--- config.mk ---
export PLATFORM = sky130hd
export DESIGN_NAME = recovery_phase_sequencer
export DESIGN_NICKNAME = d
export VERILOG_FILES = /design/src/rtl/recovery_phase_sequencer.sv
export SDC_FILE = /design/constraint.sdc
export NUM_CORES = 1
export LEC_CHECK = 0
export BUFFER_PORTS_ARGS = -buffer_cell sky130_fd_sc_hd__buf_2
export CORE_ASPECT_RATIO = 1.2
export CORE_UTILIZATION = 41
export CTS_CLUSTER_DIAMETER = 60
export CTS_CLUSTER_SIZE = 8
export DETAILED_ROUTE_END_ITERATION = 7
export PLACE_DENSITY = 0.73
export SYNTH_ARGS = -nofsm -noshare
export SYNTH_HDL_FRONTEND = slang
export SYNTH_SLANG_ARGS = --single-unit
export TNS_END_PERCENT = 50
--- constraint.sdc ---
create_clock -name clk -period 9 [get_ports clk]
set_input_delay 1.8 -clock clk [delete_from_list [all_inputs] [get_ports clk]]
set_output_delay 1.8 -clock clk [all_outputs]
set_load 0.005 [all_outputs]
--- src/rtl/recovery_phase_sequencer.sv ---
// Back-end recovery controller: picks the oldest refetch/flush request, steps
// COMMIT -> RECOVER_0 -> RECOVER_1 -> COMMIT and drives the flush range and refetch PC.
module recovery_phase_sequencer #(
  parameter int unsigned NUM_REQ = 3,
  parameter int unsigned AL_W    = 6,
  parameter int unsigned PC_W    = 32,
  parameter int unsigned DROP_W  = 8
) (
  input  logic                      clk,
  input  logic                      rst_n,
  input  logic [NUM_REQ-1:0]        req_valid,
  input  logic [NUM_REQ*AL_W-1:0]   req_al_ptr,
  input  logic [NUM_REQ*3-1:0]      req_type,
  input  logic [NUM_REQ*PC_W-1:0]   req_pc,
  input  logic [NUM_REQ*PC_W-1:0]   req_target,
  input  logic [AL_W-1:0]           al_head_ptr,
  input  logic [AL_W-1:0]           al_tail_ptr,
  input  logic [PC_W-1:0]           csr_target,
  input  logic                      recovery_done,
  output logic [1:0]                phase,
  output logic                      flush_valid,
  output logic                      flush_all,
  output logic [AL_W-1:0]           flush_head,
  output logic [AL_W-1:0]           flush_tail,
  output logic                      refetch_valid,
  output logic [PC_W-1:0]           refetch_pc,
  output logic [AL_W-1:0]           recovery_al_ptr,
  output logic [DROP_W-1:0]         drop_count
);

  localparam int unsigned CNT_W = $clog2(NUM_REQ + 1);
  localparam int unsigned SUM_W = DROP_W + CNT_W;
  localparam logic [1:0] PH_COMMIT    = 2'd0;
  localparam logic [1:0] PH_RECOVER_0 = 2'd1;
  localparam logic [1:0] PH_RECOVER_1 = 2'd2;

  logic [1:0]        state_q, state_d;
  logic              flush_valid_q, flush_valid_d;
  logic              flush_all_q, flush_all_d;
  logic [AL_W-1:0]   flush_head_q, flush_head_d;
  logic [AL_W-1:0]   flush_tail_q, flush_tail_d;
  logic              refetch_valid_q, refetch_valid_d;
  logic [PC_W-1:0]   refetch_pc_q, refetch_pc_d;
  logic [AL_W-1:0]   recovery_al_ptr_q, recovery_al_ptr_d;
  logic [DROP_W-1:0] drop_count_q, drop_count_d;

  logic              any_req_c;
  logic [AL_W-1:0]   win_ptr_c;
  logic [2:0]        win_type_c;
  logic [PC_W-1:0]   win_pc_c;
  logic [PC_W-1:0]   win_target_c;
  logic [AL_W-1:0]   best_age_c;
  logic [AL_W-1:0]   age_c;
  logic [CNT_W-1:0]  req_pop_c;
  logic [SUM_W-1:0]  drop_sum_c;

  // Oldest request by age relative to head; strict compare keeps the lowest port on ties.
  always_comb begin
    any_req_c    = 1'b0;
    win_ptr_c    = '0;
    win_type_c   = '0;
    win_pc_c     = '0;
    win_target_c = '0;
    best_age_c   = '0;
    age_c        = '0;
    req_pop_c    = '0;
    for (int i = 0; i < int'(NUM_REQ); i++) begin
      age_c     = AL_W'(req_al_ptr[i*AL_W +: AL_W] - al_head_ptr);
      req_pop_c = CNT_W'(req_pop_c + CNT_W'(req_valid[i]));
      if (req_valid[i] && (!any_req_c || (age_c < best_age_c))) begin
        any_req_c    = 1'b1;
        best_age_c   = age_c;
        win_ptr_c    = req_al_ptr[i*AL_W +: AL_W];
        win_type_c   = req_type[i*3 +: 3];
        win_pc_c     = req_pc[i*PC_W +: PC_W];
        win_target_c = req_target[i*PC_W +: PC_W];
      end
    end
  end

  always_ff @(posedge clk) begin
    if (!rst_n) state_q <= PH_COMMIT;
    else        state_q <= state_d;
  end

  always_comb begin
    state_d = state_q;
    case (state_q)
      PH_COMMIT:    if (any_req_c) state_d = PH_RECOVER_0;
      PH_RECOVER_0: state_d = PH_RECOVER_1;
      PH_RECOVER_1: if (recovery_done) state_d = PH_COMMIT;
      default:      state_d = PH_COMMIT;
    endcase
  end

  // Output decode; recovery outputs are computed in the accept cycle so they are valid in RECOVER_0.
  always_comb begin
    flush_valid_d     = flush_valid_q;
    flush_all_d       = flush_all_q;
    flush_head_d      = flush_head_q;
    flush_tail_d      = flush_tail_q;
    refetch_valid_d   = 1'b0;
    refetch_pc_d      = refetch_pc_q;
    recovery_al_ptr_d = recovery_al_ptr_q;
    drop_count_d      = drop_count_q;
    drop_sum_c        = SUM_W'(drop_count_q) + SUM_W'(req_pop_c);
    case (state_q)
      PH_COMMIT: begin
        if (any_req_c) begin
          refetch_valid_d   = 1'b1;
          flush_valid_d     = 1'b1;
          flush_tail_d      = al_tail_ptr;
          recovery_al_ptr_d = win_ptr_c;
          flush_all_d       = (win_type_c == 3'd4) || (win_type_c == 3'd5);
          case (win_type_c)
            3'd1, 3'd2: refetch_pc_d = PC_W'(win_pc_c + PC_W'(4));
            3'd3:       refetch_pc_d = win_target_c;
            3'd4, 3'd5: refetch_pc_d = csr_target;
            default:    refetch_pc_d = win_pc_c;
          endcase
          case (win_type_c)
            3'd1, 3'd2, 3'd3, 3'd4: flush_head_d = AL_W'(win_ptr_c + AL_W'(1));
            default:                flush_head_d = win_ptr_c;
          endcase
        end
      end
      PH_RECOVER_0, PH_RECOVER_1: begin
        if (drop_sum_c > SUM_W'({DROP_W{1'b1}})) drop_count_d = '1;
        else                                     drop_count_d = DROP_W'(drop_sum_c);
        if ((state_q == PH_RECOVER_1) && recovery_done) begin
          flush_valid_d     = 1'b0;
          flush_all_d       = 1'b0;
          flush_head_d      = '0;
          flush_tail_d      = '0;
          refetch_pc_d      = '0;
          recovery_al_ptr_d = '0;
        end
      end
      default: ;
    endcase
  end

  always_ff @(posedge clk) begin
    if (!rst_n) begin
      flush_valid_q     <= 1'b0;
      flush_all_q       <= 1'b0;
      flush_head_q      <= '0;
      flush_tail_q      <= '0;
      refetch_valid_q   <= 1'b0;
      refetch_pc_q      <= '0;
      recovery_al_ptr_q <= '0;
      drop_count_q      <= '0;
    end else begin
      flush_valid_q     <= flush_valid_d;
      flush_all_q       <= flush_all_d;
      flush_head_q      <= flush_head_d;
      flush_tail_q      <= flush_tail_d;
      refetch_valid_q   <= refetch_valid_d;
      refetch_pc_q      <= refetch_pc_d;
      recovery_al_ptr_q <= recovery_al_ptr_d;
      drop_count_q      <= drop_count_d;
    end
  end

  assign phase           = state_q;
  assign flush_valid     = flush_valid_q;
  assign flush_all       = flush_all_q;
  assign flush_head      = flush_head_q;
  assign flush_tail      = flush_tail_q;
  assign refetch_valid   = refetch_valid_q;
  assign refetch_pc      = refetch_pc_q;
  assign recovery_al_ptr = recovery_al_ptr_q;
  assign drop_count      = drop_count_q;

endmodule

* Word level (Yosys, flattened, before mapping)
Cells that the tools add are included.
W data, S select, Z words.
** Cells by class
- Div/mod/pow operators :: 0
- Shift operators :: 0
- Equality and inequality tests :: 10
- $add $sub $neg :: 8
- $mul :: 0
- Reductions and logical operators :: 17
- Bitwise operators :: 0
- Muxes and demuxes :: 39
- Magnitude comparators :: 3
** Operator list (count)
- $mux W32 :: 8
- $pmux W32 S3 :: 1
- $pmux W32 S2 :: 1
- $mux W6 :: 10
- $pmux W6 S2 :: 3
- $add A32 B3 Y32 const B :: 1
- $sub A6 B6 Y6 :: 3
- $lt A6 B6 Y1 :: 2
- $add A8 B2 Y9 :: 1
- $gt A9 B8 Y1 const B :: 1
- $mux W3 :: 3
- $mux W8 :: 1
- $mux W1 :: 7
- $add A6 B1 Y6 const B :: 1
- $eq A3 B2 Y1 const B :: 2
- $eq A3 B3 Y1 const B :: 2
- $ne A2 B2 Y1 const B :: 3
- $pmux W2 S3 :: 1
- $reduce_or A2 Y1 :: 3
- $mux W2 :: 2
- $pmux W1 S2 :: 2
- $reduce_and A2 Y1 :: 2
- $reduce_or A4 Y1 :: 1
- $eq A3 B1 Y1 const B :: 1
- 10 further kinds :: 15
** Storage, ports and cells
- Memories kept :: 0
- Flip-flop bits (word level) :: 63
- Bits in latches :: 0
- Bits in read-only memories :: 0
- Bits in writable memories :: 0
- Word-level logic and storage cells :: 86

* Longest topological paths before layout
- Word-level depth :: 15
- Gate-level depth with buffers :: 39
- Gate-level depth less buffers :: 31

* Least setup slack after synthesis
OpenSTA, ideal clock, no wires.
- Path type :: input port to flip-flop
- Start point :: input port req_valid[0]
- End point :: register refetch_pc_q[30], in the netlist refetch_pc[30]
- Arrival :: 9.160 ns
- Stages on the path :: 36
- Required time :: 8.878 ns
- Setup slack :: -0.282 ns
- Cells stage by stage :: buf_6 > buf_2 > buf_2 > clkbuf_1 > clkbuf_1 > buf_1 > nand2_1 > ha_1 > a21o_1 > a21oi_1 > a21boi_2 > buf_2 > buf_2 > buf_1 > clkbuf_1 > nor2_1 > a21oi_1 > ha_1 > a211o_1 > a2111oi_4 > nand2_1 > o211a_1 > buf_6 > buf_12 > buf_6 > clkbuf_1 > a31oi_1 > ha_1 > nand4_1 > nor3_1 > nand3_1 > a211oi_1 > a32oi_2 > nor3_2 > mux2i_1 > a221o_1
** Between the ends
- Longest elaborated chain between the ends :: 14
- Elaborated cells on any way between the ends :: 35
- Those cells by class :: add/sub: 1; order compare: 2; eq/ne: 6; mux: 17; reduce/logical: 9
** RTL lines
- start, declared :: line 11 : input logic [NUM_REQ-1:0] req_valid,
- branches (longest 14 deep; another with $add A32 B3 Y32)
- end signal, assigned :: line 159 : refetch_pc_q <= refetch_pc_d;
- end, declared :: line 43 : logic [PC_W-1:0] refetch_pc_q, refetch_pc_d;
Several ways; the timed one is not identified. The select of a mux whose other input is x is not followed.
A chain may end at the register's enable or synchronous reset.

* Worst setup path after layout
- Start point :: input port al_head_ptr[1]
- End point :: register refetch_pc_q[30], in the netlist refetch_pc[30]
** Between the ends
- Longest elaborated chain between the ends :: 15
- Elaborated cells on any way between the ends :: 33
- Those cells by class :: add/sub: 4; order compare: 2; eq/ne: 6; mux: 13; reduce/logical: 8
** RTL lines
- start, declared :: line 16 : input logic [AL_W-1:0] al_head_ptr,
- branches (longest 15 deep; another with $add A32 B3 Y32)
Several ways; the timed one is not identified. The select of a mux whose other input is x is not followed.

==> impl_results.md <==
* Share of layout cells above drive strength 1 at 29.6%
* Register area at 1260 µm²
* Initial Util at 41.9%
* Synthesized area at 7610 µm²
* Post-route ant nets at 0
* Die Ht at 151 µm
* Final hold viol count at 0
* Hold_buf cts at 0
* Max-slew violations at 0
* Number of flops mapped to enable cells by yosys at 0
* MaxCap Viol Count at 0
* CP required at 9.23 ns
* Total iterations of the first detailed-routing run at 6
* HPWL Detailed at 26,800 µm
* RSZ-0062 raised after global routing: false
* I/O pins at 332
* Via count at 10,000
* Leading cell types in the layout, fill and taps excluded: buf_2, nand2_1, a21oi_1
* Sequential fraction of the synthesis area at 16.6%
* Area of the multi-input gates at 5890 µm²
* CTS tree: done
* Vias in the first global route at 9,330
* Synth Flop Type: dfxtp_1
* DR vias/cell at 6.23
* Postcts setup bufs at 0
* Leak at 4.38 nW
* Clock Skew at 0.00861 ns
* Iter 0 DRT Violations at 966
* FP Rows at 54
* Initial antenna violation count at 13
* Largest net degree at the start of global routing at 96
* GRT Residual Overflow at 0
* Worst path max stage delay at 0.52 ns
* Global-route wire length before repair at 51,900 µm
* Syn nets at 1,397
* Worst EP arrival at 8.67 ns
* Commonest non-fill, non-tap cell in the layout: buf_2
* Routability Congestion at 0.963
* Mapped Cells at 1,089
* Class of the worst hold path: flop to flop
* Post-synth ARST share at 0%
* Final wirelength at 34,700 µm
* Status: completed
* Drc violations at 0
* WL/cell at 21.6 µm
* Sink Count at 63
* Setup TNS at 0 ns
* Crit. End Element: flop
* I/O Buffers at 331
* Power Total at 0.00191 W
* TritonCTS Buffers at 9
* Final worst-path cycle share at 93.8%
* Core area at 18,200 µm²
* Post-CTS Resized at 0
* Library cells used by synthesis at 83
* Clock transition at the registers of the reported paths at 0.06 ns
* CP max stage cell: o211a_4
* Area growth, synth to finish at 26.7%
* Max VDD drop at 0.168 mV
* FF+latch count, synth at 63
* Worst setup SP type: primary input
* Critical path type: primary input to flop
* Post-route minimum period at 8.44 ns
* Rel. slew slack at 23.5%
* Fmax at 118 MHz
* YS warnings at 0
* Pwr dens at 198 nW/µm²
* GR Util All Layers at 35.4%
* Die area at 19,100 µm²
* Clock Root Buffer: clkbuf_16
* Setup violators final at 0
* Width of the die at 126 µm
* Fin nets at 1,678
* Worst skew pair latency at 0.35 ns
* Fillcell total at 1,865
* Deepest clock path buffer count at 2
* Htree depth at 3
* Crit-path max FO at 31
* Post-Syn Area per Cell at 6.99 µm²
* Worst Tran Pin Value at 1.15 ns
==> synth_stat cells, types with 5 or more instances <==
cell	count	area, µm²
a211oi_1	16	120
a21o_1	12	90.1
a21oi_1	119	596
a221o_1	12	120
a221oi_1	9	78.8
a22o_1	9	78.8
a22oi_1	14	105
a311oi_1	8	70.1
a31oi_1	24	150
and2_1	11	68.8
and3_1	24	150
buf_1	8	30.0
buf_2	30	150
buf_6	6	67.6
clkbuf_1	29	109
dfxtp_1	63	1260
fa_1	5	100
ha_1	34	425
inv_1	29	109
mux2_2	11	124
mux2i_1	37	370
nand2_1	124	465
nand3_1	104	521
nand4_1	20	125
nor2_1	105	394
nor3_1	13	65.1
o211ai_1	18	135
o21ai_0	62	310
o22ai_1	5	31.3
o31ai_1	6	45.0
xnor2_1	22	193
xor2_1	8	70.1
==> metrics by stage <==
step,cell area [µm²],utilization [%],worst slack [ns],hold slack (ns),cells
2_1_floorplan,7620,-,0.0516,0.444,1089
6_report,9640,53.0,0.559,0.446,1608
3_3_place_gp,9320,51.3,0.536,0.431,1583
4_1_cts,9610,52.9,0.702,0.447,1598
5_1_grt,9620,52.9,0.0345,0.478,1602
3_5_place_dp,9320,51.3,0.338,0.433,1583
==> metal layers <==
metal  GRT usage [%]  vias up  part of all wire [%]
met5               0        -                  0.14
met4            17.3        8                   4.1
met3            9.68      109                    11
met2            60.6      585                    47
met1            40.6     4678                    38
li1                -     4637                     -
==> power breakdown <==
group,internal [W],switching [W]
sequential,0.000342,0.0000374
clock,0.000221,0.000142
combinational,0.000426,0.000740
total,0.000990,0.000920
==> registers in the layout (all words and copies together) (netlist names) <==
name	cells
refetch_pc	32
recovery_al_ptr	6
drop_count	8
flush_tail	6
flush_all	1
refetch_valid	1
phase	2
flush_valid	1
flush_head	6
==> layout make-up <==
cell class	count	share of cell area, %
multi-input cells	919	61.1
repair buffers	348	18.5
diodes	10	0.260
flip-flops and latches	63	13.1
inverters	29	1.13
clock buffers	12	2.56
clock inverters	3	0.454
well taps	224	2.91
==> worst max-delay path: cells and delay by family <==
family | cells | cell delay (ns)
compound gates | 16 | 4.12
xor+xnor | 1 | 0.13
fa+ha+maj | 4 | 1.20
buf+inv | 2 | 0.29
mux | 1 | 0.10
simple gates | 6 | 0.99
==> final timing paths <==
check | start | to | slack (ns) | depth (start not counted)
max | al_head_ptr[1] | refetch_pc[30]$_SDFFE_PN0P_ | 0.56 | 30
min | refetch_pc[2]$_SDFFE_PN0P_ | refetch_pc[2]$_SDFFE_PN0P_ | 0.45 | 2
max reg2reg | phase[0]$_SDFFE_PN0P_ | refetch_pc[31]$_SDFFE_PN0P_ | 5.97 | 8
min reg2reg | refetch_pc[2]$_SDFFE_PN0P_ | refetch_pc[2]$_SDFFE_PN0P_ | 0.45 | 2
==> logic make-up after synthesis <==
family          after synthesis  synth area share, %
buf+inv                     107                 6.77
fa+ha+maj                    39                 6.91
simple gates                434                 26.9
flops                        63                 16.6
xor+xnor                     30                 3.45
mux                          52                 7.30
compound gates              364                 32.1
Note: power is estimated with default switching activity, not from simulation.
